===== src/rtl/sample_scheduler.sv =====
// Sample scheduler: accepts one bounding-boxed triangle and walks its box on the subsample
// grid in raster order, emitting SAMPLES horizontally adjacent sample positions per cycle.
module sample_scheduler #(
    parameter int SIGFIG  = 24,
    parameter int RADIX   = 10,
    parameter int VERTS   = 3,
    parameter int AXIS    = 3,
    parameter int COLORS  = 3,
    parameter int SAMPLES = 2
) (
    input  logic                     clk,
    input  logic                     rst,
    input  logic signed [SIGFIG-1:0] tri_R13S       [VERTS][AXIS],
    input  logic        [SIGFIG-1:0] color_R13U     [COLORS],
    input  logic signed [SIGFIG-1:0] box_R13S       [2][2],
    input  logic                     validTri_R13H,
    input  logic        [3:0]        subSample_RnnU,
    output logic                     halt_R13L,
    input  logic                     halt_R16L,
    output logic signed [SIGFIG-1:0] tri_R16S       [VERTS][AXIS],
    output logic        [SIGFIG-1:0] color_R16U     [COLORS],
    output logic signed [SIGFIG-1:0] sample_R16S    [SAMPLES][2],
    output logic        [SAMPLES-1:0] validSamp_R16H
);

    // One extra bit so position sums can never wrap into range.
    typedef logic signed [SIGFIG:0] wide_t;
    typedef enum logic {StWait, StTest} state_t;

    state_t                   state_q;
    logic signed [SIGFIG-1:0] cur_x_q, cur_y_q;
    logic signed [SIGFIG-1:0] ll_x_q, ur_x_q, ur_y_q;
    logic signed [SIGFIG-1:0] step_q;
    logic                     empty_q;

    logic signed [SIGFIG-1:0] acc_step;
    logic                     accept;

    wide_t end_x, next_y, base_x, base_y, g_step, g_ur_x, g_ur_y, lx;
    logic  row_end, done;
    logic signed [SIGFIG-1:0] grp_x [SAMPLES];
    logic        [SAMPLES-1:0] grp_v;

    function automatic wide_t sext(input logic [SIGFIG-1:0] v);
        return {v[SIGFIG-1], v};
    endfunction

    assign halt_R13L = (state_q == StWait) && halt_R16L;
    assign accept    = validTri_R13H && halt_R13L;

    // Anything that is not a clean one-hot falls back to 1x.
    always_comb begin
        case (subSample_RnnU)
            4'b0100: acc_step = SIGFIG'(1) << (RADIX - 1);
            4'b0010: acc_step = SIGFIG'(1) << (RADIX - 2);
            4'b0001: acc_step = SIGFIG'(1) << (RADIX - 3);
            default: acc_step = SIGFIG'(1) << RADIX;
        endcase
    end

    // Next group: from the incoming box when idle, otherwise the raster successor of cur.
    always_comb begin
        end_x = sext(cur_x_q);
        for (int i = 0; i < SAMPLES; i++) begin
            end_x = end_x + sext(step_q);
        end
        next_y  = sext(cur_y_q) + sext(step_q);
        row_end = end_x > sext(ur_x_q);
        done    = empty_q || (row_end && (next_y > sext(ur_y_q)));

        if (state_q == StWait) begin
            base_x = sext(box_R13S[0][0]);
            base_y = sext(box_R13S[0][1]);
            g_step = sext(acc_step);
            g_ur_x = sext(box_R13S[1][0]);
            g_ur_y = sext(box_R13S[1][1]);
        end else begin
            base_x = row_end ? sext(ll_x_q) : end_x;
            base_y = row_end ? next_y : sext(cur_y_q);
            g_step = sext(step_q);
            g_ur_x = sext(ur_x_q);
            g_ur_y = sext(ur_y_q);
        end

        lx = base_x;
        for (int i = 0; i < SAMPLES; i++) begin
            grp_x[i] = lx[SIGFIG-1:0];
            grp_v[i] = (lx <= g_ur_x) && (base_y <= g_ur_y);
            lx       = lx + g_step;
        end
    end

    always_ff @(posedge clk or negedge rst) begin
        if (!rst) begin
            state_q        <= StWait;
            cur_x_q        <= '0;
            cur_y_q        <= '0;
            ll_x_q         <= '0;
            ur_x_q         <= '0;
            ur_y_q         <= '0;
            step_q         <= SIGFIG'(1) << RADIX;
            empty_q        <= 1'b0;
            validSamp_R16H <= '0;
            for (int v = 0; v < VERTS; v++) begin
                for (int a = 0; a < AXIS; a++) begin
                    tri_R16S[v][a] <= '0;
                end
            end
            for (int c = 0; c < COLORS; c++) begin
                color_R16U[c] <= '0;
            end
            for (int i = 0; i < SAMPLES; i++) begin
                sample_R16S[i][0] <= '0;
                sample_R16S[i][1] <= '0;
            end
        end else if (state_q == StWait) begin
            if (accept) begin
                state_q    <= StTest;
                tri_R16S   <= tri_R13S;
                color_R16U <= color_R13U;
                ll_x_q     <= box_R13S[0][0];
                ur_x_q     <= box_R13S[1][0];
                ur_y_q     <= box_R13S[1][1];
                step_q     <= acc_step;
                empty_q    <= (box_R13S[1][0] < box_R13S[0][0]) ||
                              (box_R13S[1][1] < box_R13S[0][1]);
                cur_x_q    <= base_x[SIGFIG-1:0];
                cur_y_q    <= base_y[SIGFIG-1:0];
                validSamp_R16H <= grp_v;
                for (int i = 0; i < SAMPLES; i++) begin
                    sample_R16S[i][0] <= grp_x[i];
                    sample_R16S[i][1] <= base_y[SIGFIG-1:0];
                end
            end
        end else if (halt_R16L) begin
            if (done) begin
                state_q        <= StWait;
                validSamp_R16H <= '0;
            end else begin
                cur_x_q        <= base_x[SIGFIG-1:0];
                cur_y_q        <= base_y[SIGFIG-1:0];
                validSamp_R16H <= grp_v;
                for (int i = 0; i < SAMPLES; i++) begin
                    sample_R16S[i][0] <= grp_x[i];
                    sample_R16S[i][1] <= base_y[SIGFIG-1:0];
                end
            end
        end
    end

endmodule


===== config.mk =====
export PLATFORM = sky130hd
export DESIGN_NAME = sample_scheduler
export DESIGN_NICKNAME = d
export VERILOG_FILES = /design/src/rtl/sample_scheduler.sv
export SDC_FILE = /design/constraint.sdc
export NUM_CORES = 1
export LEC_CHECK = 0
export BUFFER_PORTS_ARGS = -buffer_cell sky130_fd_sc_hd__buf_2
export CORE_AREA = 2 2 300 302
export DETAILED_ROUTE_END_ITERATION = 12
export DIE_AREA = 0 0 302 304
export PLACE_DENSITY = 0.57
export REMOVE_ABC_BUFFERS = 1
export SETUP_SLACK_MARGIN = 0.1
export SYNTH_ARGS = -nofsm -noshare
export SYNTH_HDL_FRONTEND = slang
export SYNTH_SLANG_ARGS = --single-unit

===== constraint.sdc =====
create_clock -name clk -period 8.04 [get_ports clk]
set_input_delay 1.608 -clock clk [delete_from_list [all_inputs] [get_ports clk]]
set_output_delay 1.608 -clock clk [all_outputs]
set_load 0.05 [all_outputs]

# Yosys cells after proc, flatten, opt, wreduce, memory -nomap -nowiden
# Index checks and enable logic that the tools add are counted.
dict set report op_classes {
  addsub 4
  order_cmp 7
  n_eq_ne 5
  n_mux 28
  n_bitwise 1
  n_reduce_logical 11
}
# operator count
set ops {}
lappend ops {{$mux 96} 4}
lappend ops {{$mux 24} 8}
lappend ops {{$mux 25} 6}
lappend ops {{$le 25x25->1} 3}
lappend ops {{$add 24x12->25} 2}
lappend ops {{$gt 25x24->1} 2}
lappend ops {{$lt 24x24->1} 2}
lappend ops {{$pmux 11 s3} 1}
lappend ops {{$add 25x12->25} 1}
lappend ops {{$add 25x25->25} 1}
lappend ops {{$mux 11} 1}
lappend ops {{$mux 2} 4}
lappend ops {{$logic_and 1x1->1} 5}
lappend ops {{$eq 4x1->1 const B} 1}
lappend ops {{$eq 4x2->1 const B} 1}
lappend ops {{$eq 4x3->1 const B} 1}
lappend ops {{$mux 1} 4}
lappend ops {{$ne 2x2->1 const B} 2}
lappend ops {{$reduce_and 2->1} 2}
lappend ops {{$reduce_and 3->1} 1}
lappend ops {{$logic_or 1x1->1} 2}
lappend ops {{$reduce_bool 2->1} 1}
lappend ops {{$not 1->1} 1}
dict set report totals {
  register_bits 519
  in_bits 392
  output_inout_bits 387
}

# Longest topological paths before layout
dict set report depth {
  depth_word 11
  mapped_depth 35
  depth_no_buf 32
}

# Worst setup path before layout
# OpenSTA, ideal clock, no wires.
dict set report synth_path {
  kind {reg-to-reg}
  from {reg sample_R16S[80] (netlist name)}
  to {reg validSamp_R16H[1]}
  setup_ns 0.110
  arrival_time_ns 6.917
  required_time_ns 7.930
  slack_ns 1.013
  stages_incl_launch_ff 36
  synth_period_minus_slack_ns 7.027
  path_cell_list {dfrtp_1 > ha_1 > fa_1 > nand3_1 > a21oi_1 > and3_1 > xor2_1 > ha_1 > nand4_1 > nor3_2 > and4_1 > buf_4 > a211o_1 > o21a_1 > buf_4 > clkbuf_1 > clkbuf_1 > nand2_1 > a31oi_1 > ha_1 > ha_1 > a21oi_1 > a221oi_2 > nor2_1 > xnor2_1 > ha_1 > a21o_1 > a21oi_1 > nor2b_1 > o21ai_0 > nand2b_1 > a21oi_1 > nor2b_1 > o311ai_0 > o211ai_1 > o41ai_1}
}
# element line_no
set synth_lines {}
lappend synth_lines {{end signal, assigned} 129} ;# validSamp_R16H <= grp_v;
lappend synth_lines {{end signal, assigned} 142} ;# validSamp_R16H <= grp_v;
lappend synth_lines {{end, declared} 23} ;# output logic [SAMPLES-1:0] validSamp_R16H

==> flow_results.xml <==
<?xml version="1.0" encoding="UTF-8"?>
<metrics>
  <group name="grt">
    <metric name="globalRoute.totalOverflow" unit="">0</metric>
    <metric name="pin_count_of_the_biggest_net_entering_global_routing" unit="">189</metric>
    <metric name="number_of_antenna_violations_at_the_first_check_in_global_routing" unit="">45</metric>
    <metric name="via_count_of_the_first_global_routing_pass" unit="">20800</metric>
    <metric name="grt_resource_usage_total" unit="%">19.6</metric>
    <metric name="grt_first_pass_wirelength" unit="microns">135000</metric>
  </group>
  <group name="route">
    <metric name="routed_len_inst" unit="microns">20.2</metric>
    <metric name="antenna_left" unit="">0</metric>
    <metric name="via_count" unit="">20900</metric>
    <metric name="viasPerCell" unit="">4.58</metric>
    <metric name="totalWireLength" unit="microns">92100</metric>
    <metric name="dr.pass1.iters" unit="">5</metric>
    <metric name="drc" unit="">0</metric>
    <metric name="drt-initial-drc-count" unit="">1390</metric>
  </group>
  <group name="timing">
    <metric name="clock.fmax" unit="MHz">136</metric>
    <metric name="max-slew-margin-rel" unit="%">23.3</metric>
    <metric name="rsz0062_at_grt" unit="">no</metric>
    <metric name="final_max_slew_viol_count" unit="">0</metric>
    <metric name="whs" unit="ps">466</metric>
    <metric name="finalCritPeriodShare" unit="%">91.2</metric>
    <metric name="tightest_slew" unit="ps">1150</metric>
    <metric name="clock-skew-final" unit="ps">25.5</metric>
    <metric name="number_of_endpoints_with_negative_hold_slack_in_the_final_report" unit="">0</metric>
    <metric name="setup_viol_count_final" unit="">0</metric>
    <metric name="tmin_final" unit="ps">7330</metric>
  </group>
  <group name="die">
    <metric name="start_util" unit="%">26.0</metric>
    <metric name="number_of_primary_i_o_pins" unit="">779</metric>
    <metric name="horiz_die_dim" unit="microns">302</metric>
    <metric name="die_area" unit="sq um">91800</metric>
    <metric name="dieHeight" unit="microns">304</metric>
    <metric name="core_area" unit="sq um">89000</metric>
    <metric name="cell_rows" unit="">110</metric>
  </group>
  <group name="clock_tree">
    <metric name="cts_buffer_depth" unit="">3</metric>
    <metric name="clock_tree.htree_level_count" unit="">2</metric>
    <metric name="ctsHoldBuffers" unit="">0</metric>
    <metric name="post_cts_buffers" unit="">0</metric>
    <metric name="cts_resized" unit="">0</metric>
    <metric name="clock_latency_of_the_later_clocked_register_in_the_worst_skew_pair" unit="ps">640</metric>
    <metric name="tritoncts_num_sinks" unit="">433</metric>
    <metric name="cts_tree" unit="">built</metric>
    <metric name="clk_pin_slew_worst_paths" unit="ps">60</metric>
    <metric name="root_buffer" unit="">sky130_fd_sc_hd__clkbuf_16</metric>
    <metric name="cts_inserted_buffers" unit="">53</metric>
  </group>
  <group name="synthesis">
    <metric name="synth_cells" unit="">2643</metric>
    <metric name="synth_area" unit="sq um">23200</metric>
    <metric name="synthesis.yosys.warnings" unit="">0</metric>
    <metric name="async_flop_share" unit="%">100</metric>
    <metric name="synth_seq_area_share" unit="%">46.8</metric>
    <metric name="synth_enable_flop_cells" unit="">0</metric>
    <metric name="yosys_register_bits" unit="">433</metric>
    <metric name="yosys_most_used_dff" unit="">sky130_fd_sc_hd__dfrtp_1</metric>
    <metric name="synthDistinctLibCells" unit="">75</metric>
    <metric name="syn-mean-instance-area" unit="sq um">8.76</metric>
  </group>
  <group name="run_status">
    <metric name="status" unit="">complete, no violations</metric>
  </group>
  <group name="worst_setup_path">
    <metric name="critical_path_top_delay_cell" unit="">sky130_fd_sc_hd__a21oi_1</metric>
    <metric name="critPathCaptureType" unit="">register</metric>
    <metric name="data_arrival_time_of_the_worst_path" unit="ps">7860</metric>
    <metric name="cp_max_fo" unit="">11</metric>
    <metric name="timing.critical_path.slowest_cell_delay" unit="ps">480</metric>
    <metric name="cp.required" unit="ps">8570</metric>
    <metric name="critical_path_class" unit="">register to register</metric>
    <metric name="crit_path_start_kind" unit="">register</metric>
    <metric name="critical_path.most_common_cell" unit="">sky130_fd_sc_hd__ha_1</metric>
  </group>
  <group name="power">
    <metric name="power_frac_seq" unit="%">25.6</metric>
    <metric name="power.share.clock" unit="%">16.5</metric>
    <metric name="cell_internal_pwr" unit="uW">7000</metric>
    <metric name="static-leakage-power" unit="uW">0.0161</metric>
    <metric name="logic_gate_share_of_total_power" unit="%">57.9</metric>
    <metric name="switching_share" unit="%">54.0</metric>
    <metric name="power.net_switching" unit="uW">8230</metric>
    <metric name="peakVddDrop" unit="V">0.000381</metric>
    <metric name="power.density" unit="nW/um^2">510</metric>
  </group>
  <group name="cells_and_area">
    <metric name="post_route_cells_drive_above_1_share" unit="%">28.6</metric>
    <metric name="final_util" unit="%">33.5</metric>
    <metric name="nets" unit="">3909</metric>
    <metric name="synthToLayoutAreaGrowth" unit="%">29.0</metric>
  </group>
  <group name="run">
    <metric name="drv.max_cap_violation_count" unit="">0</metric>
  </group>
  <group name="placed_design">
    <metric name="dpl.hpwl" unit="microns">71300</metric>
    <metric name="io_buffers" unit="">778</metric>
    <metric name="place_congestion" unit="">0.903</metric>
  </group>
  <group name="min_path">
    <metric name="timing.hold.worst.class" unit="">register to register</metric>
  </group>
</metrics>
==> kinds of logic after synthesis <==
| logic type | after synthesis | synth area share, % |
|---|---|---|
| and+or+nand+nor | 1254 | 21.6 |
| buffers and inverters | 260 | 4.81 |
| AOI/OAI and AO/OA | 350 | 9.84 |
| adders and majority gates | 179 | 9.71 |
| DFF | 433 | 46.8 |
| xor gates and xnor gates | 56 | 2.12 |
| muxes | 111 | 5.09 |
==> worst max-delay path: cells and delay by family, from the launching register on <==
kind,cells,cell delay (ps)
and+or+nand+nor,8,890
xor gates and xnor gates,2,530
adders and majority gates,7,2180
AOI/OAI and AO/OA,13,3230
DFF,1,390
==> layout make-up <==
| class | count | area, sq um |
|---|---|---|
| Inverter | 109 | 409 |
| Clock inverter | 22 | 278 |
| Tap cell | 1176 | 1470 |
| Antenna cell | 8 | 20.0 |
| Multi-Input combinational cell | 1950 | 11200 |
| Sequential cell | 433 | 10800 |
| Fill cell | 9427 | 59200 |
| Clock buffer | 72 | 1520 |
| Timing Repair Buffer | 794 | 4100 |
==> layout by cell type (no fill, tap or decap), drive strengths merged, types with 9 or more instances in the layout <==
| master | instances |
|---|---|
| clkbuf | 72 |
| buf | 794 |
| mux2i | 57 |
| ha | 174 |
| nor3 | 12 |
| a31oi | 15 |
| xor2 | 26 |
| nand3 | 31 |
| nor2 | 77 |
| clkinv | 13 |
| o21ai | 127 |
| dfrtp | 432 |
| and3 | 10 |
| nand4 | 28 |
| a211oi | 11 |
| mux2 | 54 |
| o22ai | 10 |
| inv | 112 |
| a21o | 42 |
| xnor2 | 30 |
| o21a | 15 |
| o211ai | 14 |
| nand2 | 1053 |
| a21oi | 69 |
| nand2b | 9 |
| nor2b | 16 |
==> cell usage after synthesis, drive strengths merged, types with 4 or more instances <==
cell type,number,area (sq um)
o41ai,6,60.1
a31oi,15,93.8
and3,10,62.6
o221ai,4,47.6
nor2,77,289
o21ai,127,639
a21o,42,317
mux2,54,608
xor2,26,228
clkbuf,99,372
o22ai,10,68.8
o21a,15,113
o211ai,14,110
or3,6,37.5
nand3,31,160
nor2b,16,100
a21oi,69,345
ha,174,2180
a211oi,11,87.6
buf,52,334
o2111ai,7,73.8
nor3,12,76.3
dfrtp,432,10800
xnor2,30,263
mux2i,57,571
a2111oi,5,81.3
nand2,1053,3960
nand4,28,175
a211o,4,35.0
nand2b,9,56.3
inv,109,409
==> metrics by stage <==
step / worst slack, ps / instances / TNS, ps / power (uW) / area [sq um]
floorplan: -6590 / 2492 / -1251870 / 10200 / 22500
global placement: 999 / 4462 / 0 / 12700 / 28100
detailed placement: 816 / 4462 / 0 / 12800 / 28100
CTS: 765 / 4556 / 0 / 15400 / 29900
global route: 141 / 4558 / 0 / 16200 / 29900
finish: 706 / 4564 / 0 / 15200 / 29900
==> per-layer routing <==
layer,global-route usage (%),part of all wire [%],vias up
met2,33.9,49,728
met1,22.8,39,9853
li1,-,-,10100
met4,6.23,3.4,46
met3,6.16,8.4,184
met5,0,0.33,-
==> final timing paths <==
kind / start / endpoint / slack [ps] / cells after the start
max in group asynchronous: rst / tri_R16S[203]$_DFFE_PN0P_ / 6010 / 2
worst min register to register: tri_R16S[29]$_DFFE_PN0P_ / tri_R16S[29]$_DFFE_PN0P_ / 470 / 2
worst min-delay path: tri_R16S[29]$_DFFE_PN0P_ / tri_R16S[29]$_DFFE_PN0P_ / 470 / 2
worst max register to register: step_q[7]$_DFFE_PN0P_ / validSamp_R16H[1]$_DFFE_PN0P_ / 710 / 30
min in group asynchronous: rst / sample_R16S[61]$_DFFE_PN0P_ / 860 / 1
worst max-delay path: step_q[7]$_DFFE_PN0P_ / validSamp_R16H[1]$_DFFE_PN0P_ / 710 / 30
==> flip-flops by register name (all words and copies together), names as in the netlist <==
name / count
state_q: 1
ur_y_q: 24
ur_x_q: 24
color_R16U: 72
empty_q: 1
ll_x_q: 24
sample_R16S: 65
step_q: 4
tri_R16S: 216
validSamp_R16H: 2
==> power groups by stage <==
stage	registers, uW	clock network, uW	logic (uW)
3_5_place_dp	3930	0	8840
5_1_grt	4050	2680	9490
4_1_cts	3920	2600	8870
6_report	3900	2520	8820
2_1_floorplan	6910	0	3310
3_3_place_gp	3910	0	8790
Note: power is estimated with default switching activity, not from simulation.
